<file path="src/rtl/zsdram_pkg.sv">
// Shared definitions for the SDRAM port scheduler and its helpers.
// Contents: engine request/done encodings, scheduler state encoding,
// burst width and the default SDRAM address width.
package zsdram_pkg;

    // Four 16-bit words per engine burst.
    localparam int unsigned BURST_W = 64;

    // bank(2) + row(13) + col(9)
    localparam int unsigned AW_DEFAULT = 24;

    // Engine request / done bit positions: [1] write, [0] read.
    localparam logic [1:0] ENG_WR = 2'b10;
    localparam logic [1:0] ENG_RD = 2'b01;

    typedef enum logic [1:0] {
        StIdle  = 2'd0,
        StIssue = 2'd1,
        StDone  = 2'd2
    } sched_state_e;

endpackage

</file>
<file path="src/rtl/zrr_pick.sv">
// Combinational round-robin picker.
// Searches req_i upward starting at ptr_i+1 (wrapping modulo N) and returns the
// first requester found.
//   req_i   : request vector
//   ptr_i   : index of the most recent winner
//   gnt_o   : one-hot grant, zero when nothing requests
//   idx_o   : index of the granted bit
//   valid_o : high when any request was found
module zrr_pick #(
    parameter int unsigned N = 4
) (
    input  logic [N-1:0]          req_i,
    input  logic [$clog2(N)-1:0]  ptr_i,
    output logic [N-1:0]          gnt_o,
    output logic [$clog2(N)-1:0]  idx_o,
    output logic                  valid_o
);

    localparam int unsigned IW = $clog2(N);

    logic [IW-1:0] cand;

    always_comb begin
        gnt_o   = '0;
        idx_o   = '0;
        valid_o = 1'b0;
        cand    = '0;
        // i = N wraps back to ptr_i itself, so a lone requester re-wins.
        for (int unsigned i = 1; i <= N; i++) begin
            cand = IW'((32'(ptr_i) + i) % N);
            if (!valid_o && req_i[cand]) begin
                valid_o     = 1'b1;
                gnt_o[cand] = 1'b1;
                idx_o       = cand;
            end
        end
    end

endmodule

</file>
<file path="src/rtl/zsdram_port_sched.sv">
// Round-robin scheduler sharing one 4-word-burst SDRAM engine among NPORT
// requesters (display fetch, drawing, scrolling, page/self-test writers).
// One request is latched per grant, the engine request is held until the
// matching done (or the watchdog expires), then a one-cycle done/err pulse is
// returned to the owning port.
//   clk, rst_n   : SDRAM-domain clock, async active-low reset
//   en           : low blocks new grants (in-flight burst is unaffected)
//   iPortMask    : per-port eligibility
//   iReq/iWrite  : per-port request level and direction (1 = write)
//   iAddr        : per-port address, port k at [k*AW +: AW]
//   iWrData      : per-port 64-bit write burst
//   oDone/oErr   : one-cycle completion / watchdog-abort pulse per port
//   oRdData      : read burst, valid while oDone is high
//   oGrant       : one-hot owner, zero when idle
//   oBusy        : high whenever not idle
//   oEngReq      : [1] write, [0] read request to the engine
//   oEngAddr     : latched address, oEngWrData: latched write burst
//   iEngDone     : [1] write done, [0] read done; iEngRdData: read burst
module zsdram_port_sched
    import zsdram_pkg::*;
#(
    parameter int unsigned NPORT = 4,
    parameter int unsigned AW    = AW_DEFAULT,
    parameter int unsigned TMO   = 1023
) (
    input  logic                       clk,
    input  logic                       rst_n,
    input  logic                       en,
    input  logic [NPORT-1:0]           iPortMask,
    input  logic [NPORT-1:0]           iReq,
    input  logic [NPORT-1:0]           iWrite,
    input  logic [NPORT*AW-1:0]        iAddr,
    input  logic [NPORT*BURST_W-1:0]   iWrData,
    output logic [NPORT-1:0]           oDone,
    output logic [NPORT-1:0]           oErr,
    output logic [BURST_W-1:0]         oRdData,
    output logic [NPORT-1:0]           oGrant,
    output logic                       oBusy,
    output logic [1:0]                 oEngReq,
    output logic [AW-1:0]              oEngAddr,
    output logic [BURST_W-1:0]         oEngWrData,
    input  logic [1:0]                 iEngDone,
    input  logic [BURST_W-1:0]         iEngRdData
);

    localparam int unsigned PW = $clog2(NPORT);
    localparam int unsigned CW = $clog2(TMO + 1);

    sched_state_e         state_q, state_d;
    logic [PW-1:0]        ptr_q, ptr_d;
    logic [NPORT-1:0]     grant_q, grant_d;
    logic                 wr_q, wr_d;
    logic [AW-1:0]        addr_q, addr_d;
    logic [BURST_W-1:0]   wdata_q, wdata_d;
    logic [CW-1:0]        cnt_q, cnt_d;
    logic [1:0]           eng_req_q, eng_req_d;
    logic [NPORT-1:0]     done_q, done_d;
    logic [NPORT-1:0]     err_q, err_d;
    logic [BURST_W-1:0]   rd_q, rd_d;

    logic [NPORT-1:0]     eligible;
    logic [NPORT-1:0]     pick_gnt;
    logic [PW-1:0]        pick_idx;
    logic                 pick_valid;
    logic                 eng_match;

    assign eligible = iReq & iPortMask;

    zrr_pick #(
        .N (NPORT)
    ) u_pick (
        .req_i   (eligible),
        .ptr_i   (ptr_q),
        .gnt_o   (pick_gnt),
        .idx_o   (pick_idx),
        .valid_o (pick_valid)
    );

    // Only the done bit matching the latched direction counts.
    assign eng_match = wr_q ? iEngDone[1] : iEngDone[0];

    always_comb begin
        state_d   = state_q;
        ptr_d     = ptr_q;
        grant_d   = grant_q;
        wr_d      = wr_q;
        addr_d    = addr_q;
        wdata_d   = wdata_q;
        cnt_d     = cnt_q;
        eng_req_d = eng_req_q;
        rd_d      = rd_q;
        done_d    = '0;
        err_d     = '0;

        unique case (state_q)
            StIdle: begin
                if (en && pick_valid) begin
                    grant_d   = pick_gnt;
                    ptr_d     = pick_idx;
                    wr_d      = iWrite[pick_idx];
                    addr_d    = iAddr[pick_idx*AW +: AW];
                    wdata_d   = iWrData[pick_idx*BURST_W +: BURST_W];
                    cnt_d     = '0;
                    eng_req_d = iWrite[pick_idx] ? ENG_WR : ENG_RD;
                    state_d   = StIssue;
                end
            end
            StIssue: begin
                cnt_d = cnt_q + CW'(1);
                // A done arriving in the timeout cycle still completes normally.
                if (eng_match) begin
                    eng_req_d = '0;
                    done_d    = grant_q;
                    if (!wr_q) begin
                        rd_d = iEngRdData;
                    end
                    state_d = StDone;
                end else if (cnt_d == CW'(TMO)) begin
                    eng_req_d = '0;
                    err_d     = grant_q;
                    state_d   = StDone;
                end
            end
            StDone: begin
                grant_d = '0;
                state_d = StIdle;
            end
            default: begin
                state_d = StIdle;
            end
        endcase
    end

    always_ff @(posedge clk or negedge rst_n) begin
        if (!rst_n) begin
            state_q   <= StIdle;
            ptr_q     <= PW'(NPORT - 1);
            grant_q   <= '0;
            wr_q      <= 1'b0;
            addr_q    <= '0;
            wdata_q   <= '0;
            cnt_q     <= '0;
            eng_req_q <= '0;
            done_q    <= '0;
            err_q     <= '0;
            rd_q      <= '0;
        end else begin
            state_q   <= state_d;
            ptr_q     <= ptr_d;
            grant_q   <= grant_d;
            wr_q      <= wr_d;
            addr_q    <= addr_d;
            wdata_q   <= wdata_d;
            cnt_q     <= cnt_d;
            eng_req_q <= eng_req_d;
            done_q    <= done_d;
            err_q     <= err_d;
            rd_q      <= rd_d;
        end
    end

    assign oDone      = done_q;
    assign oErr       = err_q;
    assign oRdData    = rd_q;
    assign oGrant     = grant_q;
    assign oBusy      = (state_q != StIdle);
    assign oEngReq    = eng_req_q;
    assign oEngAddr   = addr_q;
    assign oEngWrData = wdata_q;

endmodule

</file>
<file path="config.mk">
export PLATFORM = sky130hd
export DESIGN_NAME = zsdram_port_sched
export DESIGN_NICKNAME = d
export VERILOG_FILES = /design/src/rtl/zsdram_pkg.sv /design/src/rtl/zrr_pick.sv /design/src/rtl/zsdram_port_sched.sv
export SDC_FILE = /design/constraint.sdc
export NUM_CORES = 1
export LEC_CHECK = 0
export CAP_MARGIN = 0
export CORE_AREA = 2 2 234 236
export DETAILED_ROUTE_END_ITERATION = 6
export DIE_AREA = 0 0 236 238
export DONT_BUFFER_PORTS = 1
export MAX_ROUTING_LAYER = met4
export PLACE_DENSITY = 0.34
export SLEW_MARGIN = 40
export SYNTH_ARGS = -nofsm -noshare
export SYNTH_HDL_FRONTEND = slang
export SYNTH_SLANG_ARGS = --single-unit
</file>
<file path="constraint.sdc">
create_clock -name clk -period 10.3 [get_ports clk]
set_clock_uncertainty 0.1 [all_clocks]
set_input_delay 0.515 -clock clk [delete_from_list [all_inputs] [get_ports clk]]
set_output_delay 0.515 -clock clk [all_outputs]
set_load 0.05 [all_outputs]
</file>
# --- Yosys cells after proc, flatten, opt, wreduce, memory -nomap -nowiden ---
# Cells that the tools add are included.
classes:
  n_addsub: 5
  multipliers: 1
  order_cmp: 9
  eq_ne: 5
  shift: 2
  mux: 49
  bitwise_logic: 5
  reduce_logical: 21
ops:
  columns: ["operator", "n"]
  rows:
  - ["256-bit by 9-bit indexed part select with 64-bit output", 1]
  - ["96-bit by 8-bit indexed part select with 24-bit output", 1]
  - ["4-bit two-way mux", 10]
  - ["2-bit two-way mux", 11]
  - ["10-bit one-hot mux with 2 select lines", 1]
  - ["2-bit by 3-bit less-than comparator with 1-bit output (second input constant)", 5]
  - ["1-bit two-way mux", 14]
  - ["4-bit bitwise OR", 3]
  - ["10-bit by 1-bit adder with 10-bit output (second input constant)", 1]
  - ["1-bit binary-select mux with 2-bit select", 5]
  - ["10-bit equality test (second input constant)", 1]
  - ["10-bit two-way mux", 1]
  - ["1-bit demux with 2-bit select", 4]
  - ["2-bit by 1-bit >= comparator with 1-bit output (second input constant)", 4]
  - ["1-bit logical AND", 8]
  - ["2-bit one-hot mux with 2 select lines", 2]
  - ["4-bit one-hot mux with 2 select lines", 1]
  - ["2-bit AND reduction", 4]
  - ["3-bit AND reduction", 2]
  - ["2-bit nonzero test", 3]
  - ["2-bit by 1-bit adder with 2-bit output (second input constant)", 2]
  - ["2-bit adder (second input constant)", 2]
  - ["4-bit AND", 1]
  - ["2-bit by 2-bit multiplier with 4-bit output (second input constant)", 1]
  - ["other kinds (7)", 9]
word_totals:
  ff_bits: 181
  input_bits: 433

# --- Logic depth before layout (Yosys ltp) ---
# Gate-level depths: netlist (run 1).
depth:
  word_depth: 18
  mapped_depth: 15

# --- By module ---
# From an unflattened synthesis (run 1), not the netlist that was laid out.
unflattened:
  hier_cells: 847
  area_unflattened_um2: 9811.9
modules_own_cells:
  columns: ["module", "n_inst", "cells_per_inst", "area_per_inst_um2", "seq_area_each_um2"]
  rows:
  - ["zsdram_port_sched", 1, 761, 9182.6, 4531.8]
  - ["zrr_pick", 1, 86, 629.4, 0.0]

# --- Worst setup path before layout (run 1) ---
# No wires, ideal clock.
synth_path:
  path_type: "reg2reg"
  from: "register ptr_q[0]"
  to: "register addr_q[12] (netlist: oEngAddr[12])"
  setup_ns: 0.124
  t_arrival_ns: 3.312
  required_time_ns: 10.076
  slack_ns: 6.764
  path_stages_with_launch: 16
  period_less_slack_ns: 3.536
  path_cell_list: "dfstp_2 -> buf_2 -> inv_1 -> clkbuf_1 -> buf_1 -> ha_1 -> a21boi_0 -> o221ai_2 -> and2_1 -> buf_2 -> nand3_2 -> buf_4 -> buf_4 -> o22ai_1 -> a21oi_1 -> a211o_1"
synth_via:
  elab_chain_len: 15
synth_rtl:
  columns: ["item", "line_no", "source"]
  rows:
  - ["start: declaration", "zsdram_port_sched.sv:50", "logic [PW-1:0] ptr_q, ptr_d;"]
  - ["start signal: assignment", "zsdram_port_sched.sv:137", "ptr_q <= PW'(NPORT - 1);"]
  - ["start signal: assignment", "zsdram_port_sched.sv:149", "ptr_q <= ptr_d;"]
  - ["2-bit by 1-bit adder with 2-bit output", "zrr_pick.sv:30", "cand = IW'((32'(ptr_i) + i) % N);"]
  - ["1-bit binary-select mux with 2-bit select", "zrr_pick.sv:31", "if (!valid_o && req_i[cand]) begin"]
  - ["1-bit two-way mux (not written as such)", "zrr_pick.sv:31", null]
  - ["1-bit two-way mux", "zrr_pick.sv:31", null]
  - ["1-bit zero test", "zrr_pick.sv:31", null]
  - ["1-bit logical AND", "zrr_pick.sv:31", null]
  - ["1-bit two-way mux", "zrr_pick.sv:31", null]
  - ["1-bit zero test", "zrr_pick.sv:31", null]
  - ["1-bit logical AND", "zrr_pick.sv:31", null]
  - ["1-bit two-way mux", "zrr_pick.sv:31", null]
  - ["1-bit zero test", "zrr_pick.sv:31", null]
  - ["1-bit logical AND", "zrr_pick.sv:31", null]
  - ["2-bit two-way mux / 1-bit two-way mux (equally long branches)", "zrr_pick.sv:31", null]
  - ["2-bit by 2-bit multiplier with 4-bit output / 1-bit logical AND (equally long branches)", "zsdram_port_sched.sv:101, zsdram_port_sched.sv:97", null]
  - ["96-bit by 8-bit indexed part select with 24-bit output / 2-bit AND reduction (equally long branches)", null, null]
  - ["end signal: assignment", "zsdram_port_sched.sv:152", "addr_q <= addr_d;"]
  - ["end: declaration", "zsdram_port_sched.sv:53", "logic [AW-1:0] addr_q, addr_d;"]
# Several ways; a longest one is shown, not always the timed one. The select of a mux whose other input is x is not followed.
# A chain may end at the register's enable or synchronous reset.

# --- Worst setup path after layout (run 1) ---
layout_path:
  from: "register ptr_q[0]"
  to: "register wdata_q[12] (netlist: oEngWrData[12])"
layout_via:
  elab_chain_len: 15
layout_rtl:
  columns: ["item", "line_no", "source"]
  rows:
  - ["branches (longest 15 deep; another with 2-bit by 1-bit adder with 2-bit output)", null, null]
  - ["end signal: assignment", "zsdram_port_sched.sv:153", "wdata_q <= wdata_d;"]
  - ["end: declaration", "zsdram_port_sched.sv:54", "logic [BURST_W-1:0] wdata_q, wdata_d;"]
# Parallel ways; which one is timed is not known. The select of a mux whose other input is x is not followed.

==> results of run 1 <==
how the worst min path moves through the flow:
| stage | to | slack (ps) | from | depth (start not counted) |
|---|---|---|---|---|
| finish | oRdData[52] | 70 | iEngRdData[52] | 1 |
| global placement | oEngAddr[10] | 120 | rst_n | 0 |
| global route | oRdData[44] | 30 | iEngRdData[44] | 1 |
| floorplan | cnt_q[0] | 120 | rst_n | 0 |
| CTS | oRdData[45] | 10 | iEngRdData[45] | 1 |
| detailed placement | oEngWrData[55] | 120 | rst_n | 0 |
metal layers:
metal | global-route usage, % | part of all wire [%] | vias to the layer above
li1 | - | - | 4925
met1 | 21.2 | 38 | 5597
met2 | 31.6 | 49 | 542
met3 | 7.94 | 11 | 64
met4 | 6.41 | 2.4 | 0
met5 | - | 0 | -
cell families (layout without fill, tap and decap cells):
group | after synthesis | after routing
xor gates and xnor gates | 3 | 3
buffers and inverters | 150 | 66
DFF | 181 | 181
and+or+nand+nor | 138 | 138
other | 0 | 2
adders and majority gates | 10 | 10
AOI/OAI and AO/OA | 624 | 624
muxes | 151 | 151
registers in the layout, summed over array words and instances (netlist names):
register / cells
state_q: 2
oGrant: 4
oDone: 4
oEngReq: 2
oEngAddr: 24
wr_q: 1
oRdData: 64
oErr: 4
ptr_q: 2
oEngWrData: 64
cnt_q: 10
what timing repair did:
item	4_1_cts	5_1_grt
endpoints found under the hold margin	181	0
gates resized for setup	0	0
hold buffers	2	0
where the power goes:
group / leakage (nW) / total, mW / internal (mW) / switching (mW)
Combinational: 2.65 / 2.14 / 0.853 / 1.29
Sequential: 2.18 / 2.44 / 1.02 / 1.42
Clock: 0.288 / 0.691 / 0.326 / 0.365
Total: 5.12 / 5.27 / 2.20 / 3.08
per-stage QoR:
stage	setup WS, ps	cell area (um^2)
2_1_floorplan	6760	12000
3_3_place_gp	5380	12500
3_5_place_dp	5340	12600
4_1_cts	5310	13300
5_1_grt	5050	13300
6_report	5310	13300
worst max-delay path, delay by kind of cell, from the launching register on:
family,cells,cell delay (ps)
compound gates,5,1210
fa+ha+maj,1,420
buf+inv,3,1130
flops,1,1110
simple gates,2,790
layout make-up:
cell class	count	area (um^2)	area share, %
well taps	696	871	6.53
clock buffers	18	429	3.22
clock inverters	14	163	1.22
flip-flops and latches	181	4540	34.0
diodes	2	5.00	0.0376
multi-input cells	926	6970	52.3
inverters	10	37.5	0.282
repair buffers	24	318	2.38
layout by cell type, fill, tap and decap left out, drive strengths merged, types with 40 or more instances in the layout:
master | netlist | final
mux2 | 72 | 72
nor2 | 59 | 59
a221o | 79 | 79
o22ai | 90 | 90
dfrtp | 179 | 179
o21ai | 71 | 71
o221ai | 107 | 107
mux2i | 79 | 79
a211o | 49 | 49
a211oi | 40 | 40
a21oi | 145 | 145
==> impl_metrics.toml, run 1 <==
[status]
status = "finished clean"

[route]
drt_first_iter_violations = 854
drtPass1Iterations = 5
wl_per_cell_um = 29.2
routed_via_density = 5.95
drt_wl_total_mm = 54.7
drc_errors = 0
ant_nets = 0
dr_total_vias = 11100

[yosys]
synthAdderAreaFrac_pct = 1.04
yosys.area.top_type = "dfrtp_1"
synthSimpleGateAreaFrac_pct = 5.40
synth_top_family_by_area = "compound AO/OA/AOI/OAI gates"
syn_nets = 1700
ys_types = 56
synth-edff-count = 0
syn_area_um2 = 12000
netlist_instances = 1257
ys_seq_area_share_pct = 37.7
syn_area_per_cell_um2 = 9.57
synth_top_area_share_pct = 37.2
ys.warnings.count = 0
synth_xor_area_share_pct = 0.218
synthFlopType = "dfrtp_1"
yosysMostFrequentCell = "dfrtp_1"
synthTopCellsByArea = "dfrtp_1 37%, o221ai_1 7.7%, mux2_2 6.7%, a221o_1 6.6%, mux2i_1 6.6%"
synthArstFlopShare_pct = 100
synth-compound-area-share_pct = 37.1
muxShareOfSynthArea_pct = 13.3
synth_seq_cells = 181
ys_top_cells_by_count = "179 x dfrtp_1, 145 x a21oi_1, 106 x o221ai_1"

[clock_tree]
root_buffer = "clkbuf_16"
cts_tree = "built"
clock-sinks = 181
cts_max_level = 4
numCtsBuffers = 17
clk_latency_ps = 490
clk_pin_slew_ps = 80
post-cts-setup-buffer-count = 0
cts.path.max_buffers = 2

[placed_design]
dp.cells = 1834
dp_hpwl_mm = 37.4
port_buffers = 0
place_congestion = 0.806

[critical_path]
cp_max_fo = 64
max_stage_delay_ps = 1110
crit_end = "oEngWrData[12]"
cp.required_ps = 10570
cpMaxStageDelayCell = "dfstp_4"
cp-end-kind = "register"
r2r-end = "oEngWrData[12]"
critical_path.cell_chain = "inv_2 > ha_1 > a21boi_0 > o221ai_2 > and2_2 > buf_4 > nand3_4 > buf_4 > o221ai_1 > a21oi_1 > a211o_1"
r2r_cells = 11
path_class = "register to register"
arrival_ps = 5260
rr_startpoint = "ptr_q[0]"
crit_start = "ptr_q[0]"
worst-r2r-setup-slack_ps = 5310
cpMostUsedCell = "buf_4"
startpoint_type = "register"

[sta]
holdWs_ps = 69.4
slew_headroom_pct = 43.1
hold_viol_final = 0
setup-violations-final = 0
fmax_mhz = 201
tightest_slew_ps = 854
finalCritPeriodShare_pct = 48.4
finalCriticalPeriod_ps = 4990
rsz0062_at_grt = "false"
fin_tns_setup_ps = 0
final_max_slew_viol_count = 0

[power_and_ir_drop]
ir_drop_mv = 0.175
p_leak_nw = 5.12
p_per_area_nw_per_um2 = 396
p_total_mw = 5.27

[layout]
n_fill_cell = 5725
nNetsFinal = 1603
final_cells = 1871
drive_above_1_share_pct = 13.3
fin_util_pct = 24.9
areaGrowthSynthToFinish_pct = 10.7

[global_routing]
grt-ovfl-total = 0
grt_pass1_vias = 11100
grt_max_degree = 182
antenna_found_initial = 3
grt_pass1_wl_mm = 78.5
track_usage_pct = 19.3

[die]
die_w_um = 236
row_count = 85
die_area_um2 = 56200
initial_utilization_pct = 22.5
die_y_um = 238
ios = 600
fp.coreArea_um2 = 53500

[worst_hold_path]
hp-class = "input port to register"

[job]
drv_cap = 0
No activity file was read; power rests on OpenSTA's default activity.
==> run 2, diff against run 1 <==
ABC_AREA = 1   (was unset)
CORE_AREA = 2 2 231 233   (was 2 2 234 236)
DIE_AREA = 0 0 233 235   (was 0 0 236 238)
PLACE_DENSITY = 0.32   (was 0.34)
clock period = 5.02 ns   (was 10.3 ns; I/O delays follow)
==> run 2 against run 1 <==
First-iteration DRC count decreased by 44%. Total power increased to 2.8 times the previous value. Fmax increased by 5.7%. Critical endpoint is now oEngAddr[12].
==> impl_metrics.toml, run 2 <==
[status]
status = "finished clean"

[sta]
postLayoutSetupSlackWorst_ps = 303
rsz0062_at_grt = "false"
fin_tns_setup_ps = 0
finalCritPeriodShare_pct = 94.0
final_max_slew_viol_count = 0
slew_headroom_pct = 48.4
finalCriticalPeriod_ps = 4720
hold_viol_final = 0
tightest_slew_ps = 775
fmax_mhz = 212
setup-violations-final = 0

[power_and_ir_drop]
ir_drop_mv = 0.862
p_leak_nw = 7.64
p_per_area_nw_per_um2 = 948

[clock_tree]
clk_pin_slew_ps = 80
cts.path.max_buffers = 2
cts_tree = "built"
numCtsBuffers = 17
root_buffer = "clkbuf_16"
post-cts-setup-buffer-count = 0
cts_max_level = 4
clock-sinks = 181
clk_latency_ps = 490

[yosys]
ys.warnings.count = 0
synth_top_area_share_pct = 40.6
synthFlopType = "dfrtp_1"
yosys.area.top_type = "dfrtp_1"
syn_area_per_cell_um2 = 7.43
synthTopCellsByArea = "dfrtp_1 41%, nand2_1 15%, inv_1 9.6%, nand3_1 7.3%, mux2_2 6.5%"
netlist_instances = 1485
ys_seq_area_share_pct = 41.1
ys_types = 31
synth_seq_cells = 181
ys_top_cells_by_count = "438 x nand2_1, 283 x inv_1, 179 x dfrtp_1"
synth-edff-count = 0
syn_nets = 1928
synthArstFlopShare_pct = 100
syn_area_um2 = 11000
yosysMostFrequentCell = "nand2_1"

[global_routing]
grt_max_degree = 182
track_usage_pct = 17.0
grt_pass1_wl_mm = 68.7
grt-ovfl-total = 0
antenna_found_initial = 3
grt_pass1_vias = 11500

[die]
ios = 600
die_w_um = 233
initial_utilization_pct = 21.1
fp.coreArea_um2 = 52200
die_area_um2 = 54800
die_y_um = 235
row_count = 84

[critical_path]
r2r-end = "oEngAddr[12]"
startpoint_type = "register"
cp_max_fo = 152
worst-r2r-setup-slack_ps = 300
crit_start = "ptr_q[0]"
path_class = "register to register"
crit_end = "oEngAddr[12]"
r2r_cells = 15
cp.required_ps = 5290
arrival_ps = 4990
cp-end-kind = "register"
rr_startpoint = "ptr_q[0]"

[route]
drt_first_iter_violations = 476
routed_via_density = 4.48
dr_total_vias = 11000
ant_nets = 0
wl_per_cell_um = 18.4
drc_errors = 0
drtPass1Iterations = 5
drt_wl_total_mm = 45.3

[layout]
layout_common_cells = "436 x nand2_1, 340 x dlygate4sd3_1, 283 x inv_1, 179 x dfrtp_1, 159 x nand3_1"
drive_above_1_share_pct = 7.32
nNetsFinal = 2207
finalInstanceArea_um2 = 15700
areaGrowthSynthToFinish_pct = 42.5
layout_commonest_cell = "nand2_1"

[job]
drv_cap = 0

[worst_hold_path]
min_from = "iWrData[14]"
hp-class = "input port to register"

[placed_design]
port_buffers = 0
dp_hpwl_mm = 31.4
placed_area_um2 = 11600
place_ws_ps = 916
place_congestion = 0.902
==> run 2: changes by cell type after synthesis, sizes merged, moves of 81 or more <==
| cell | previous run | this run |
|---|---|---|
| nand2 | 26 | 439 |
| inv | 10 | 284 |
| nand3 | 11 | 163 |
| a21oi | 145 | 4 |
| o221ai | 107 | 0 |
| o211ai | 2 | 96 |
| clkbuf | 105 | 22 |
| nand4 | 4 | 86 |
| o22ai | 90 | 9 |
==> run 2: cell families after synthesis <==
kind of cell / synth area share (%)
and+or+nand+nor: 28.7
DFF: 41.1
adders and majority gates: 1.13
xor gates and xnor gates: 0.556
muxes: 6.53
buffers and inverters: 14.1
AOI/OAI and AO/OA: 7.96
==> run 2: final cells by class <==
type	instances	area, um^2
antenna	3	7.51
clock buffer	17	425
clock inverter	15	195
fill	5644	36500
inverter	285	1070
multi-input combinational	921	5010
sequential	181	4530
tap	688	861
timing repair buffer	358	3630
==> run 2: timing repair <==
item	4_1_cts	5_1_grt
hold buffers	341	0
setup endpoints to repair	0	20
hold endpoints to repair	341	0
gates resized for setup	0	2
==> run 2: worst max-delay path, stage by stage (launching register included) <==
cell	delay [ps]
dfstp_2	680
inv_2	160
ha_1	370
inv_1	120
nand3_1	100
nand2_2	180
nand2_1	190
nand2_1	130
nand2_2	80
nand3_4	420
buf_16	440
nand2_1	150
o211ai_1	130
dlygate4sd3_1	570
nand3_1	60
dlygate4sd3_1	560
==> run 2: metrics by stage <==
stage          power (mW)  utilization (%)  hold slack (ps)  instances
2_1_floorplan        9.63                -             -145       1485
3_3_place_gp         11.3             22.2             -140       2091
3_5_place_dp         11.3             22.3             -140       2091
4_1_cts              15.0             30.0             1.25       2464
5_1_grt              16.2             30.1             59.9       2468
6_report             14.9             30.1             36.8       2468
==> run 2: how the worst min path moves through the flow <==
| stage | cells past startpoint | slack, ps | to |
|---|---|---|---|
| after floorplan | 0 | -140 | cnt_q[0] |
| after global placement | 0 | -140 | oRdData[11] |
| after detailed placement | 0 | -140 | oRdData[47] |
| after CTS | 6 | 1 | oEngWrData[17] |
| after global routing | 6 | 60 | oEngWrData[14] |
| final | 6 | 40 | oEngWrData[14] |
==> run 2: layer usage <==
layer | up-vias | global-route usage, % | wire length (um)
li1 | 5330 | - | -
met1 | 5258 | 18.8 | 18200
met2 | 400 | 28.7 | 22900
met3 | 57 | 4.92 | 3100
met4 | 0 | 6.27 | 1110
met5 | - | - | 0
==> run 2: power by group <==
group	total (mW)	internal [mW]	switching [mW]
combinational	8.48	3.83	4.65
sequential	4.98	2.13	2.85
clock	1.45	0.686	0.767
total	14.9	6.64	8.27
